## config.mk

```make
export PLATFORM = sky130hd
export DESIGN_NAME = alu_muldiv_flat
export DESIGN_NICKNAME = d
export VERILOG_FILES = /design/src/rtl/alu_muldiv_if.sv /design/src/rtl/alu_muldiv.sv /design/src/flat_wrapper.sv
export SDC_FILE = /design/constraint.sdc
export NUM_CORES = 1
export LEC_CHECK = 0
export ABC_AREA = 1
export BUFFER_PORTS_ARGS = -buffer_cell sky130_fd_sc_hd__buf_2
export CAP_MARGIN = 10
export CORE_MARGIN = 2
export CORE_UTILIZATION = 45
export DETAILED_ROUTE_END_ITERATION = 10
export PLACE_DENSITY_LB_ADDON = 0.25
export SETUP_SLACK_MARGIN = 0.3
export SLEW_MARGIN = 20
export SYNTH_ARGS = -nofsm -noshare
export SYNTH_HDL_FRONTEND = slang
export SYNTH_SLANG_ARGS = --single-unit
```

## constraint.sdc

```tcl
create_clock -name Clk -period 4.9 [get_ports Clk]
set_input_delay 0.245 -clock Clk [delete_from_list [all_inputs] [get_ports Clk]]
set_output_delay 0.245 -clock Clk [all_outputs]
set_load 0.03 [all_outputs]
```

## src/rtl/alu_muldiv_if.sv

```systemverilog
// Start/valid handshake bundle between the execute stage and the iterative mul/div unit.
// The core drives the request side (master); the unit answers on the result side (slave).
interface alu_muldiv_if #(parameter int DWIDTH = 32);
    logic              MD_Start;
    logic              MD_Flush;
    logic [2:0]        MD_OP;
    logic [DWIDTH-1:0] MD_In_A;
    logic [DWIDTH-1:0] MD_In_B;
    logic              MD_Ready;
    logic              MD_Busy;
    logic              MD_Valid;
    logic [DWIDTH-1:0] MD_Out;
    logic              MD_Zero_Flag;

    modport master (
        output MD_Start, MD_Flush, MD_OP, MD_In_A, MD_In_B,
        input  MD_Ready, MD_Busy, MD_Valid, MD_Out, MD_Zero_Flag
    );

    modport slave (
        input  MD_Start, MD_Flush, MD_OP, MD_In_A, MD_In_B,
        output MD_Ready, MD_Busy, MD_Valid, MD_Out, MD_Zero_Flag
    );
endinterface

```

## src/rtl/alu_muldiv.sv

```systemverilog
// Iterative RV32M multiply/divide unit: unsigned shift-add / restoring-divide core on operand
// magnitudes, one bit per cycle, with sign fix-up and special cases applied on entry to DONE.
module alu_muldiv #(
    parameter int DWIDTH = 32
) (
    input  logic         Clk,
    input  logic         Rst_N,
    alu_muldiv_if.slave  md
);
    localparam int CW = $clog2(DWIDTH + 1);
    localparam logic [DWIDTH-1:0] MIN_VAL = {1'b1, {(DWIDTH-1){1'b0}}};

    typedef enum logic [1:0] {IDLE, CALC, DONE} state_t;

    state_t              state_q;
    logic [2:0]          op_q;
    logic [2*DWIDTH-1:0] acc_q;
    logic [DWIDTH-1:0]   opnd_q;
    logic [DWIDTH-1:0]   aRaw_q;
    logic                signA_q;
    logic                signB_q;
    logic                ovf_q;
    logic [CW-1:0]       cnt_q;
    logic                ready_q;
    logic                busy_q;
    logic                valid_q;
    logic [DWIDTH-1:0]   out_q;
    logic                zero_q;

    logic                aSigned;
    logic                bSigned;
    logic                inSignA;
    logic                inSignB;
    logic [DWIDTH-1:0]   magA;
    logic [DWIDTH-1:0]   magB;
    logic [2*DWIDTH-1:0] accLoad_d;
    logic [DWIDTH-1:0]   opndLoad_d;
    logic                ovfLoad_d;

    // Operand decode at acceptance: magnitudes plus the signs needed for the final fix-up.
    always_comb begin
        aSigned    = 1'b0;
        bSigned    = 1'b0;
        case (md.MD_OP)
            3'b001, 3'b100, 3'b110: begin aSigned = 1'b1; bSigned = 1'b1; end
            3'b010:                 aSigned = 1'b1;
            default:                ;
        endcase
        inSignA    = aSigned & md.MD_In_A[DWIDTH-1];
        inSignB    = bSigned & md.MD_In_B[DWIDTH-1];
        magA       = inSignA ? -md.MD_In_A : md.MD_In_A;
        magB       = inSignB ? -md.MD_In_B : md.MD_In_B;
        accLoad_d  = md.MD_OP[2] ? {{DWIDTH{1'b0}}, magA} : {{DWIDTH{1'b0}}, magB};
        opndLoad_d = md.MD_OP[2] ? magB : magA;
        ovfLoad_d  = md.MD_OP[2] && !md.MD_OP[0] &&
                     (md.MD_In_A == MIN_VAL) && (md.MD_In_B == {DWIDTH{1'b1}});
    end

    logic [DWIDTH:0]     mulSum;
    logic [DWIDTH:0]     remSh;
    logic [DWIDTH:0]     remDiff;
    logic                qBit;
    logic [DWIDTH-1:0]   remNew;
    logic [2*DWIDTH-1:0] accStep_d;
    logic [2*DWIDTH-1:0] prodAdj;
    logic [DWIDTH-1:0]   quot;
    logic [DWIDTH-1:0]   rem;
    logic                bZero;
    logic [DWIDTH-1:0]   result_d;

    // acc_q holds {partial, multiplier/quotient}; the low half shifts out as the high half builds.
    always_comb begin
        mulSum    = {1'b0, acc_q[2*DWIDTH-1:DWIDTH]} + (acc_q[0] ? {1'b0, opnd_q} : {(DWIDTH+1){1'b0}});
        remSh     = {acc_q[2*DWIDTH-1:DWIDTH], acc_q[DWIDTH-1]};
        remDiff   = remSh - {1'b0, opnd_q};
        qBit      = ~remDiff[DWIDTH];
        remNew    = qBit ? remDiff[DWIDTH-1:0] : remSh[DWIDTH-1:0];
        accStep_d = op_q[2] ? {remNew, acc_q[DWIDTH-2:0], qBit}
                            : {mulSum, acc_q[DWIDTH-1:1]};

        prodAdj   = (signA_q ^ signB_q) ? -accStep_d : accStep_d;
        quot      = accStep_d[DWIDTH-1:0];
        rem       = accStep_d[2*DWIDTH-1:DWIDTH];
        bZero     = (opnd_q == {DWIDTH{1'b0}});
        result_d  = {DWIDTH{1'b0}};
        case (op_q)
            3'b000:                 result_d = prodAdj[DWIDTH-1:0];
            3'b001, 3'b010, 3'b011: result_d = prodAdj[2*DWIDTH-1:DWIDTH];
            3'b100, 3'b101: begin
                if (bZero)      result_d = {DWIDTH{1'b1}};
                else if (ovf_q) result_d = aRaw_q;
                else            result_d = (signA_q ^ signB_q) ? -quot : quot;
            end
            default: begin
                if (bZero)      result_d = aRaw_q;
                else if (ovf_q) result_d = {DWIDTH{1'b0}};
                else            result_d = signA_q ? -rem : rem;
            end
        endcase
    end

    // Flush only steers the control state; the datapath and the last result are left alone.
    always_ff @(posedge Clk or negedge Rst_N) begin
        if (!Rst_N) begin
            state_q <= IDLE;
            op_q    <= 3'b000;
            acc_q   <= {(2*DWIDTH){1'b0}};
            opnd_q  <= {DWIDTH{1'b0}};
            aRaw_q  <= {DWIDTH{1'b0}};
            signA_q <= 1'b0;
            signB_q <= 1'b0;
            ovf_q   <= 1'b0;
            cnt_q   <= {CW{1'b0}};
            ready_q <= 1'b1;
            busy_q  <= 1'b0;
            valid_q <= 1'b0;
            out_q   <= {DWIDTH{1'b0}};
            zero_q  <= 1'b1;
        end else if (md.MD_Flush) begin
            state_q <= IDLE;
            ready_q <= 1'b1;
            busy_q  <= 1'b0;
            valid_q <= 1'b0;
        end else begin
            case (state_q)
                IDLE, DONE: begin
                    valid_q <= 1'b0;
                    if (md.MD_Start) begin
                        state_q <= CALC;
                        op_q    <= md.MD_OP;
                        acc_q   <= accLoad_d;
                        opnd_q  <= opndLoad_d;
                        aRaw_q  <= md.MD_In_A;
                        signA_q <= inSignA;
                        signB_q <= inSignB;
                        ovf_q   <= ovfLoad_d;
                        cnt_q   <= CW'(DWIDTH);
                        ready_q <= 1'b0;
                        busy_q  <= 1'b1;
                    end else begin
                        state_q <= IDLE;
                        ready_q <= 1'b1;
                        busy_q  <= 1'b0;
                    end
                end
                CALC: begin
                    acc_q <= accStep_d;
                    cnt_q <= cnt_q - CW'(1);
                    if (cnt_q == CW'(1)) begin
                        state_q <= DONE;
                        ready_q <= 1'b1;
                        valid_q <= 1'b1;
                        out_q   <= result_d;
                        zero_q  <= (result_d == {DWIDTH{1'b0}});
                    end
                end
                default: state_q <= IDLE;
            endcase
        end
    end

    assign md.MD_Ready     = ready_q;
    assign md.MD_Busy      = busy_q;
    assign md.MD_Valid     = valid_q;
    assign md.MD_Out       = out_q;
    assign md.MD_Zero_Flag = zero_q;
endmodule
```

## src/flat_wrapper.sv

```systemverilog
// flat-port wrapper written by rule: the top's interface ports become plain ports
module alu_muldiv_flat 
#(
    parameter int DWIDTH = 32
)
  (Clk, Rst_N, md_MD_Start, md_MD_Flush, md_MD_OP, md_MD_In_A, md_MD_In_B, md_MD_Ready, md_MD_Busy, md_MD_Valid, md_MD_Out, md_MD_Zero_Flag);
  alu_muldiv_if #(.DWIDTH(DWIDTH)) md_i ();
  input  logic Clk;
  input  logic Rst_N;
  input wire logic [$bits(md_i.MD_Start)-1:0] md_MD_Start;
  input wire logic [$bits(md_i.MD_Flush)-1:0] md_MD_Flush;
  input wire logic [$bits(md_i.MD_OP)-1:0] md_MD_OP;
  input wire logic [$bits(md_i.MD_In_A)-1:0] md_MD_In_A;
  input wire logic [$bits(md_i.MD_In_B)-1:0] md_MD_In_B;
  output wire logic [$bits(md_i.MD_Ready)-1:0] md_MD_Ready;
  output wire logic [$bits(md_i.MD_Busy)-1:0] md_MD_Busy;
  output wire logic [$bits(md_i.MD_Valid)-1:0] md_MD_Valid;
  output wire logic [$bits(md_i.MD_Out)-1:0] md_MD_Out;
  output wire logic [$bits(md_i.MD_Zero_Flag)-1:0] md_MD_Zero_Flag;
  assign md_i.MD_Start = md_MD_Start;
  assign md_i.MD_Flush = md_MD_Flush;
  assign md_i.MD_OP = md_MD_OP;
  assign md_i.MD_In_A = md_MD_In_A;
  assign md_i.MD_In_B = md_MD_In_B;
  assign md_MD_Ready = md_i.MD_Ready;
  assign md_MD_Busy = md_i.MD_Busy;
  assign md_MD_Valid = md_i.MD_Valid;
  assign md_MD_Out = md_i.MD_Out;
  assign md_MD_Zero_Flag = md_i.MD_Zero_Flag;
  alu_muldiv #(.DWIDTH(DWIDTH)) u_core (.Clk(Clk), .Rst_N(Rst_N), .md(md_i));
endmodule
```

---- Word level (Yosys, flattened, before mapping) ----
Cells that the tools add are included.
W data, S select, Z words.
storage, ports and cells
  register bits ........................... 178
  logic and storage cells ................. 97
  output and inout port bits .............. 36
  input bits .............................. 71
cells by class
  reductions and logical operators ........ 20
  $add $sub $neg .......................... 8
  multiplexer cells ....................... 34
  equal/unequal tests ..................... 16
  bitwise logic cells ..................... 5
operators by type and width
  operator                count
  $mux W32                12
  $mux W64                3
  $neg A32 Y32            4
  $pmux W64 S2            1
  $pmux W32 S3            1
  $eq A32 B32 Y1 const B  2
  $logic_not A32 Y1       2
  $neg A64 Y64            1
  $add A32 B33 Y33        1
  $sub A33 B32 Y33        1
  $eq A3 B3 Y1 const B    4
  $pmux W6 S2             1
  $mux W1                 10
  $eq A3 B2 Y1 const B    3
  $reduce_and A3 Y1       3
  $eq A3 B1 Y1 const B    2
  $eq A6 B1 Y1 const B    1
  $mux W6                 1
  $reduce_or A3 Y1        2
  $sub A6 B1 Y6 const B   1
  $mux W2                 2
  $pmux W1 S2             2
  $pmux W2 S2             1
  $reduce_bool A2 Y1      2
  other kinds (15)        20

---- Depth between registers and ports, before layout ----
Gate-level depths: netlist of the first run.
  depth in word-level cells ............... 9
  mapped depth ............................ 37
  mapped depth without buffers ............ 37

---- Worst setup path before layout of the first run ----
Ideal clock, no wire load.
  path kind ............................... reg-to-reg
  from .................................... reg u_core.acc_q[31]
  to ...................................... reg u_core.zero_q, in the netlist u_core.md.MD_Zero_Flag
  library setup time ...................... 0.060 ns
  required time ........................... 4.840 ns
  setup slack ............................. 1.034 ns
  arrival time ............................ 3.806 ns
  stages on the path, launching flop included .. 35
  clock period less this slack ............ 3.866 ns
  cells stage by stage .................... dfrtp_1 inv_1 ha_1 inv_1 fa_1 nand2_1 nand2_1 nand3_1 nand2_2 nand2_2 nand2_4 nand2_2 nand3_2 nand3_1 nand2_1 nand2_1 nand2_1 inv_1 ha_1 inv_1 nor4_1 nand4_1 nor2_2 nand3_1 nand2_1 nand2_1 nand3_1 nand2_1 nand2_1 nand2_1 nor2_1 nand3_1 nor2_1 nand2_1 nand2_1
between the ends
  cells in the longest elaborated chain, start to end .. 9
  elaborated cells between the ends (all ways) .. 16
  classes of those cells .................. add/sub: 4; mux: 10; bitwise: 1; reduce/logical: 1
ends and longest elaborated chain
  element                                 line                                source
  from (decl)                             alu_muldiv.sv:17                    logic [2*DWIDTH-1:0] acc_q;
  from (signal assigned)                  alu_muldiv.sv:107                   acc_q <= {(2*DWIDTH){1'b0}};
  from (signal assigned)                  alu_muldiv.sv:131                   acc_q <= accLoad_d;
  from (signal assigned)                  alu_muldiv.sv:147                   acc_q <= accStep_d;
  $sub A33 B32 Y33                        alu_muldiv.sv:75                    remDiff = remSh - {1'b0, opnd_q};
  $mux W32 or $not A1 Y1 (tied branches)  alu_muldiv.sv:77, alu_muldiv.sv:76
  $mux W64 (*)                            alu_muldiv.sv:78                    accStep_d = op_q[2] ? {remNew, acc_q[DWIDTH-2:0], qBit}
  $neg A32 Y32 (on tied branches)         alu_muldiv.sv:97, alu_muldiv.sv:92
  $mux W32 (on tied branches)             alu_muldiv.sv:97, alu_muldiv.sv:92
  $mux W32 (on tied branches)             alu_muldiv.sv:96, alu_muldiv.sv:91
  $mux W32 (on tied branches)             alu_muldiv.sv:95, alu_muldiv.sv:90
  $pmux W32 S3 (*)                        alu_muldiv.sv:86                    case (op_q)
  $logic_not A32 Y1 (*)                   alu_muldiv.sv:154                   zero_q <= (result_d == {DWIDTH{1'b0}});
  to (signal assigned)                    alu_muldiv.sv:154
  to (decl)                               alu_muldiv.sv:28                    logic zero_q;
Every way passes the cells marked *; elsewhere a longest branch is shown, timed or not.
A chain may end at the register's enable or synchronous reset.

---- Final worst setup path of the first run ----
  from .................................... reg u_core.acc_q[0]
  to ...................................... reg u_core.zero_q, in the netlist u_core.md.MD_Zero_Flag
between the ends
  cells in the longest elaborated chain, start to end .. 9
  elaborated cells between the ends (all ways) .. 15
  classes of those cells .................. add/sub: 4; mux: 10; reduce/logical: 1
ends and longest elaborated chain
  element                          line                                source
  $mux W32                         alu_muldiv.sv:73                    mulSum = {1'b0, acc_q[2*DWIDTH-1:DWIDTH]} + (acc_q[0] ? {1'b0, opnd_q} : {(DWIDTH+1){1'b0}});
  $add A32 B33 Y33                 alu_muldiv.sv:73
  $mux W64 (*)                     alu_muldiv.sv:78
  $neg A32 Y32 (on tied branches)  alu_muldiv.sv:97, alu_muldiv.sv:92
  $mux W32 (on tied branches)      alu_muldiv.sv:97, alu_muldiv.sv:92
  $mux W32 (on tied branches)      alu_muldiv.sv:96, alu_muldiv.sv:91
  $mux W32 (on tied branches)      alu_muldiv.sv:95, alu_muldiv.sv:90
  $pmux W32 S3 (*)                 alu_muldiv.sv:86
  $logic_not A32 Y1 (*)            alu_muldiv.sv:154
Marked as above.

==> impl_results.md, run 1 <==
* Status: completed
* Pwr dens at roughly 710 mW/mm^2
* Crit path launch type: flip-flop
* Via count at 23360
* Final core occ at 51.22%
* # clock sinks at 178
* Worst setup margin at 0.4797 ns
* HP Start: md_MD_In_A[22]
* Antenna violations before repair at 7
* DP Wirelength at 76080 um
* CTS tree: done
* Syn avg cell area at between 6 and 7 um^2
* Ys Warns at 0
* Crit-path max cell delay at 0.46 ns
* CORE AREA at 0.04213 mm^2
* Slowest CP cell: dfrtp_1
* Dominant synthesized flop cell: dfrtp_1
* Syn Inst Count at approximately 3200
* # IOs at 107
* Max clock buf depth at 2
* Most frequent cells in the layout: nand2_1 (983), inv_1 (374), nor2_1 (278)
* Post-route ant nets at 0
* RSZ-0062 raised after global routing: false
* CP Data Arrival Time at 4.86 ns
* Total GRT Usage at 41.82%
* Place WS at around 0.37 ns
* Pin count of the biggest net entering global routing at 94
* CTS buffer count at 17
* Fmax at 0.2262 GHz
* Hold Fails Final Rpt at 0
* DRT met1 WL at 38450 um
* Initial core utilization at roughly 46%
* Clock latency on the worst-skew pair at 0.51 ns
* Post-synth EDFFs at 0
* Fin nets at 3453
* DR vias/cell at between 6 and 7
* Reg2Reg Depth at 25
* Fraction of registers with async set/reset at 100.0%
* Aggregate negative setup slack at 0 ns
* Wire per inst at 24.29 um
* Vias in the first global route at 21660
* Clock Skew at 0.01976 ns
* Die span in y at ~210 um
* DRC at 0
* RD Place Congestion at about 1.1
* Seq/Total Area, Yosys at about 23%
* Reg2Reg Launch Point: u_core.acc_q[0]$_DFFE_PN0P_
* Final Max Tran Viols at 0
* Synth unique cells at slightly above 60
* WL met2 at 39030 um
* Worst Path Max Fanout at 6
* Dpl cell area at 0.02064 mm^2
* Setup violators final at 0
* Max H-tree Level at 4
* Seq cells post-synth at 178
* Router iterations before antenna repair at 6
* Slew headroom at 27.85%
* Top Metal Used: met5
* Worst-Margin Slew at 1.080 ns
* GR Overflow Total at 0
* Die Wd at 211.3 um
* Most common cell after layout, fill and taps aside: nand2_1
* Port Buffers at 106
* Worst R2R Setup Slack at 0.48 ns
* Die ar. at about 0.045 mm^2
* Most frequent cell on the critical path: nand2_1
* Crit Path Class: reg2reg
* First-pass GRT wire length at 137000 um
* Syn Std Cell Area at slightly below 0.02 mm^2
* Crit path launch: u_core.acc_q[0]$_DFFE_PN0P_
* Maxcap violations at 0
* Leakage at 0.01126 uW
* Worst Hold Endpoint: u_core.aRaw_q[22]$_DFFE_PN0P_
* Peak supply drop at 327.5 uV
* Layout cells sized above 1 at 11.95%
* RR Endpoint: u_core.md.MD_Zero_Flag$_DFFE_PN1P_
* Rows at 75
* Hold Crit Depth at 3
* Clock slew at reported path FFs at 0.08 ns
* Worst Path Required at between 5 and 6 ns
* Initial DRC count at 3211
* HP Class: in2reg
* Final min period at approximately 4.4 ns
* Design area at 0.02158 mm^2
* Syn Nets at roughly 3400
* Root buffer cell: clkbuf_16
* Fin crit share at 90.21%
* Area Overhead vs Synth at 11.65%
* CP Capture Type: flip-flop
* DR WL met3 at 10900 um
* Routed WL at 93860 um
## worst max-delay path, delay by kind of cell, from the launching register on
kind	cells	cell delay (ns)
buffers and inverters	1	0.06
adder cells (fa/ha/maj)	2	0.75
AND/OR/NAND/NOR	20	2.48
flip-flops	1	0.46
AO/OA/AOI/OAI	2	0.60
## power breakdown
group	internal [uW]	switching [uW]	leakage (uW)
Clock	738	780	0.000300
Combinational	3220	8070	0.00878
Sequential	1910	535	0.00218
Total	5870	9380	0.0113
## stage by stage
step	total power (uW)	cells	hold slack, ns
floorplan	9213	3214	-0.05059
detailed placement	12940	3812	0.3880
finish	15260	3865	0.03352
global placement	12910	3812	0.3827
global route	16130	3862	0.03018
CTS	14480	3846	0.005705
## kinds of logic after synthesis
family	Yosys count	share of synthesized area [%]
AO/OA/AOI/OAI	611	17.92
flip-flops	178	23.06
XOR/XNOR	85	3.851
AND/OR/NAND/NOR	1758	40.23
buffers and inverters	510	10.21
adder cells (fa/ha/maj)	72	4.738
## Yosys cell counts (all sizes together) (7+ instances only)
cell type | count | area share (%)
o21bai | 19 | 0.74
clkbuf | 92 | 1.8
inv | 385 | 7.5
o221ai | 19 | 0.86
nand4 | 43 | 1.4
nand3 | 280 | 8.5
or2 | 16 | 0.52
o21ai | 255 | 6.6
xor2 | 75 | 3.4
nor3 | 42 | 1.1
a21oi | 215 | 5.8
o211ai | 17 | 0.66
xnor2 | 10 | 0.45
a22oi | 34 | 1.3
nand3b | 7 | 0.27
ha | 70 | 4.5
nor4 | 20 | 0.68
buf | 27 | 0.82
a31oi | 20 | 0.65
nor2 | 325 | 7.1
nand2 | 1020 | 20
dfrtp | 176 | 23
## worst max path at each step
stage,to,slack [ns],cells past startpoint
floorplan,u_core.md.MD_Zero_Flag$_DFFE_PN1P_,1.03,34
CTS,u_core.md.MD_Zero_Flag$_DFFE_PN1P_,0.35,34
global placement,u_core.md.MD_Zero_Flag$_DFFE_PN1P_,0.37,33
global route,u_core.md.MD_Zero_Flag$_DFFE_PN1P_,0.25,34
detailed placement,u_core.md.MD_Zero_Flag$_DFFE_PN1P_,0.37,34
finish,u_core.md.MD_Zero_Flag$_DFFE_PN1P_,0.48,25
## state kept, by name, summed over array words and instances (netlist names)
name	flops
u_core.ovf_q	1
u_core.opnd_q	32
u_core.md.MD_Ready	1
u_core.md.MD_Zero_Flag	1
u_core.signB_q	1
u_core.md.MD_Busy	1
u_core.aRaw_q	32
u_core.acc_q	64
u_core.state_q	2
u_core.cnt_q	6
u_core.op_q	3
u_core.md.MD_Out	32
u_core.md.MD_Valid	1
u_core.signA_q	1
## cell type report
cell class,instances,area [um^2]
antenna,3,7.507
inverter,391,1470
clock buffer,18,429.2
multi-input combinational,2527,13090
fill,4477,20550
tap,539,674.4
sequential,178,4463
clock inverter,14,188.9
timing repair buffer,195,1260
## metal layers
metal,GRT usage (%),vias up
li1,-,10710
met1,55.37,11020
met2,61.85,1379
met3,11.67,247
met4,21.95,8
met5,0,-
## repair_timing
| action | in CTS | in global routing |
|---|---|---|
| gates resized for setup | 0 | 40 |
| hold endpoints to repair | 84 | 0 |
| buffers inserted | 0 | 15 |
| setup endpoints to repair | 0 | 7 |
| hold buffers | 2 | 0 |
Note: power is estimated with default switching activity, not from simulation.
==> run 2, diff against run 1 <==
--- a/config.mk
+++ b/config.mk
@@ -12,7 +12,7 @@
 export CORE_UTILIZATION = 45
 export DETAILED_ROUTE_END_ITERATION = 10
 export PLACE_DENSITY_LB_ADDON = 0.25
-export SETUP_SLACK_MARGIN = 0.3
+export SETUP_SLACK_MARGIN = 0.5
 export SLEW_MARGIN = 20
 export SYNTH_ARGS = -nofsm -noshare
 export SYNTH_HDL_FRONTEND = slang
==> run 2 against run 1 <==
Compared with the run above: combinational power grew 4%; non-clock buffer count is 18 higher; sequential power about the same; sequential share of layout area is 0.46 points lower.
==> impl_results.md, run 2 (synthesized netlist as in run 1, its figures left out) <==
* Vias in the first global route at 21680 (+0.13%)
* Routed WL at 94380 um (+0.55%)
* Initial DRC count at 3185 (-0.81%)
* Hold Crit Depth at 3 (unchanged)
* Wire per inst at 24.30 um (about the same)
* Layout cells sized above 1 at 14.37% (+2.4 points)
* HP Class: in2reg
* Clock Skew at 0.01915 ns (-0.0006153 ns)
* Peak supply drop at 336.6 uV (+2.8%)
* Die ar. at 0.04463 mm^2 (unchanged)
* DRC at 0 (unchanged)
* Crit path launch: u_core.acc_q[0]$_DFFE_PN0P_
* WHS at 0.02885 ns (-0.004674 ns)
* Clock slew at reported path FFs at 0.09 ns (about the same)
* FILL cells at 4417 (-1.3%)
* Final Non-Filler Cells at 3884 (+0.49%)
* RSZ-0062 raised after global routing: false
* Pwr dens at 714.6 mW/mm^2 (+1.1%)
* Inst Count DP at 3812 (unchanged)
* HP Start: md_MD_In_A[11]
* Reg2Reg Depth at 30 (+20%)
* Final min period at 4.270 ns (-0.1502 ns)
* Root buffer cell: clkbuf_16
* CP Capture Type: flip-flop
* Die span in y at 211.3 um (unchanged)
* Worst Path Required at 5.34 ns (about the same)
* Initial core utilization at 45.88% (unchanged)
* Fmax at 0.2342 GHz (+3.5%)
* Max H-tree Level at 4 (unchanged)
* Final core occ at 52.42% (+1.2 points)
* DP Wirelength at 76080 um (unchanged)
* Most common cell after layout, fill and taps aside: nand2_1
* Die Wd at 211.3 um (unchanged)
* Leakage at 0.01139 uW (+1.1%)
* First-pass GRT wire length at 137000 um (about the same)
* Max clock buf depth at 2 (unchanged)
* Area Overhead vs Synth at 14.27%
* Reg2Reg Launch Point: u_core.acc_q[0]$_DFFE_PN0P_
* Fin crit share at 87.15% (-3.1 points)
* Largest register by flop count: u_core.acc_q
* Most frequent cell on the critical path: nand2_1
* Crit Path Class: reg2reg
* Status: completed
* Aggregate negative setup slack at 0 ns (unchanged)
* Worst-Margin Slew at 1.086 ns (+0.006321 ns)
* Most frequent cells in the layout: nand2_1 (966), inv_1 (370), nor2_1 (261)
* Clock latency on the worst-skew pair at 0.51 ns (about the same)
* CTS buffer count at 17 (unchanged)
* CP Data Arrival Time at 4.71 ns (-0.15 ns)
* Final Max Tran Viols at 0 (unchanged)
* GR Overflow Total at 0 (unchanged)
* Hold Fails Final Rpt at 0 (unchanged)
* Crit path launch type: flip-flop
* Fin nets at 3471 (+0.52%)
* CTS tree: done
* Port Buffers at 106 (unchanged)
* DR vias/cell at 6.031 (-0.21%)
* # IOs at 107 (unchanged)
* Antenna violations before repair at 5 (-2)
* Maxcap violations at 0 (unchanged)
* Crit-path max cell delay at 0.46 ns (about the same)
* Via count at 23420 (+0.28%)
* Worst Path Max Fanout at 29 (+23)
* Router iterations before antenna repair at 7 (+1)
* Slowest CP cell: dfrtp_2
* Rows at 75 (unchanged)
* Slew headroom at 27.42% (-0.42 points)
* Setup violators final at 0 (unchanged)
* Total GRT Usage at 41.88% (+0.061 points)
* RD Place Congestion at 1.110 (unchanged)
* Post-route ant nets at 0 (unchanged)
* Pin count of the biggest net entering global routing at 94 (unchanged)
* Largest register FFs at 64 (unchanged)
* CORE AREA at 0.04213 mm^2 (unchanged)
* # clock sinks at 178 (unchanged)
run 2: cell count changes in the layout (fill, tap and decap cells not counted), moves of 6 or more:
| cell | change |
|---|---|
| nand2_1 | -17 |
| nor2_1 | -17 |
| buf_4 | +15 |
| nand2_2 | +15 |
| ha_1 | -11 |
| ha_2 | +10 |
| nor2_2 | +10 |
| nand3_1 | -7 |
| nor2_4 | +7 |
| nand3_4 | +6 |
run 2: repair_timing:
action | 4_1_cts | 5_1_grt
hold endpoints to repair | 84 | 0
setup buffers | 6 | 27
setup endpoints to repair | 1 | 16
hold buffers | 2 | 0
gates cloned | 0 | 1
pin swaps | 3 | 27
gates resized for setup | 7 | 124
run 2: stage by stage:
| stage | setup WS (ns) | area (um^2) | power, uW |
|---|---|---|---|
| finish | 0.6298 | 22090 | 15790 |
| global route | 0.4397 | 22080 | 16680 |
| CTS | 0.5073 | 21380 | 14610 |
| detailed placement | 0.3706 | 20640 | 12940 |
| global placement | 0.3694 | 20640 | 12910 |
| floorplan | 1.034 | 19330 | 9213 |
run 2: area by class of cell:
| cell class | instances | area [um^2] | share of cell area [%] |
|---|---|---|---|
| multi-input combinational | 2527 | 13420 | 60.73 |
| sequential | 178 | 4466 | 20.22 |
| inverter | 391 | 1473 | 6.667 |
| timing repair buffer | 213 | 1433 | 6.486 |
| tap | 539 | 674.4 | 3.053 |
| clock buffer | 18 | 429.2 | 1.943 |
| clock inverter | 14 | 188.9 | 0.8553 |
| antenna | 4 | 10.01 | 0.04532 |
run 2: metal layers:
| metal | part of all wire, % | wire, um | up-vias | track usage [%] |
|---|---|---|---|---|
| met5 | 0.012 | 11 | - | 0 |
| met4 | 5.9 | 5590 | 2 | 20.59 |
| met3 | 12 | 11270 | 276 | 12.21 |
| met2 | 42 | 39310 | 1343 | 62.50 |
| met1 | 40 | 38190 | 11060 | 55.20 |
| li1 | - | - | 10740 | - |
run 2: where the power goes:
group | total [uW] | internal, uW | switching [uW]
logic | 11800 | 3530 | 8280
clock network | 1520 | 739 | 781
registers | 2450 | 1910 | 541
total | 15800 | 6180 | 9600
run 2: worst paths after layout:
kind / slack, ns / end
max: 0.63 / u_core.md.MD_Zero_Flag$_DFFE_PN1P_
min: 0.03 / u_core.aRaw_q[11]$_DFFE_PN0P_
max reg2reg: 0.63 / u_core.md.MD_Zero_Flag$_DFFE_PN1P_
min reg2reg: 0.48 / u_core.md.MD_Ready$_DFFE_PN1P_
max in group asynchronous: 3.36 / u_core.acc_q[53]$_DFFE_PN0P_
min in group asynchronous: 0.40 / u_core.md.MD_Busy$_DFFE_PN0P_
run 2: worst max-delay path, delay by kind of cell (launching register included):
kind                     cells  cell delay [ns]
buffers and inverters        4             0.55
flip-flops                   1             0.46
AND/OR/NAND/NOR             22             2.54
AO/OA/AOI/OAI                3             0.28
adder cells (fa/ha/maj)      1             0.38
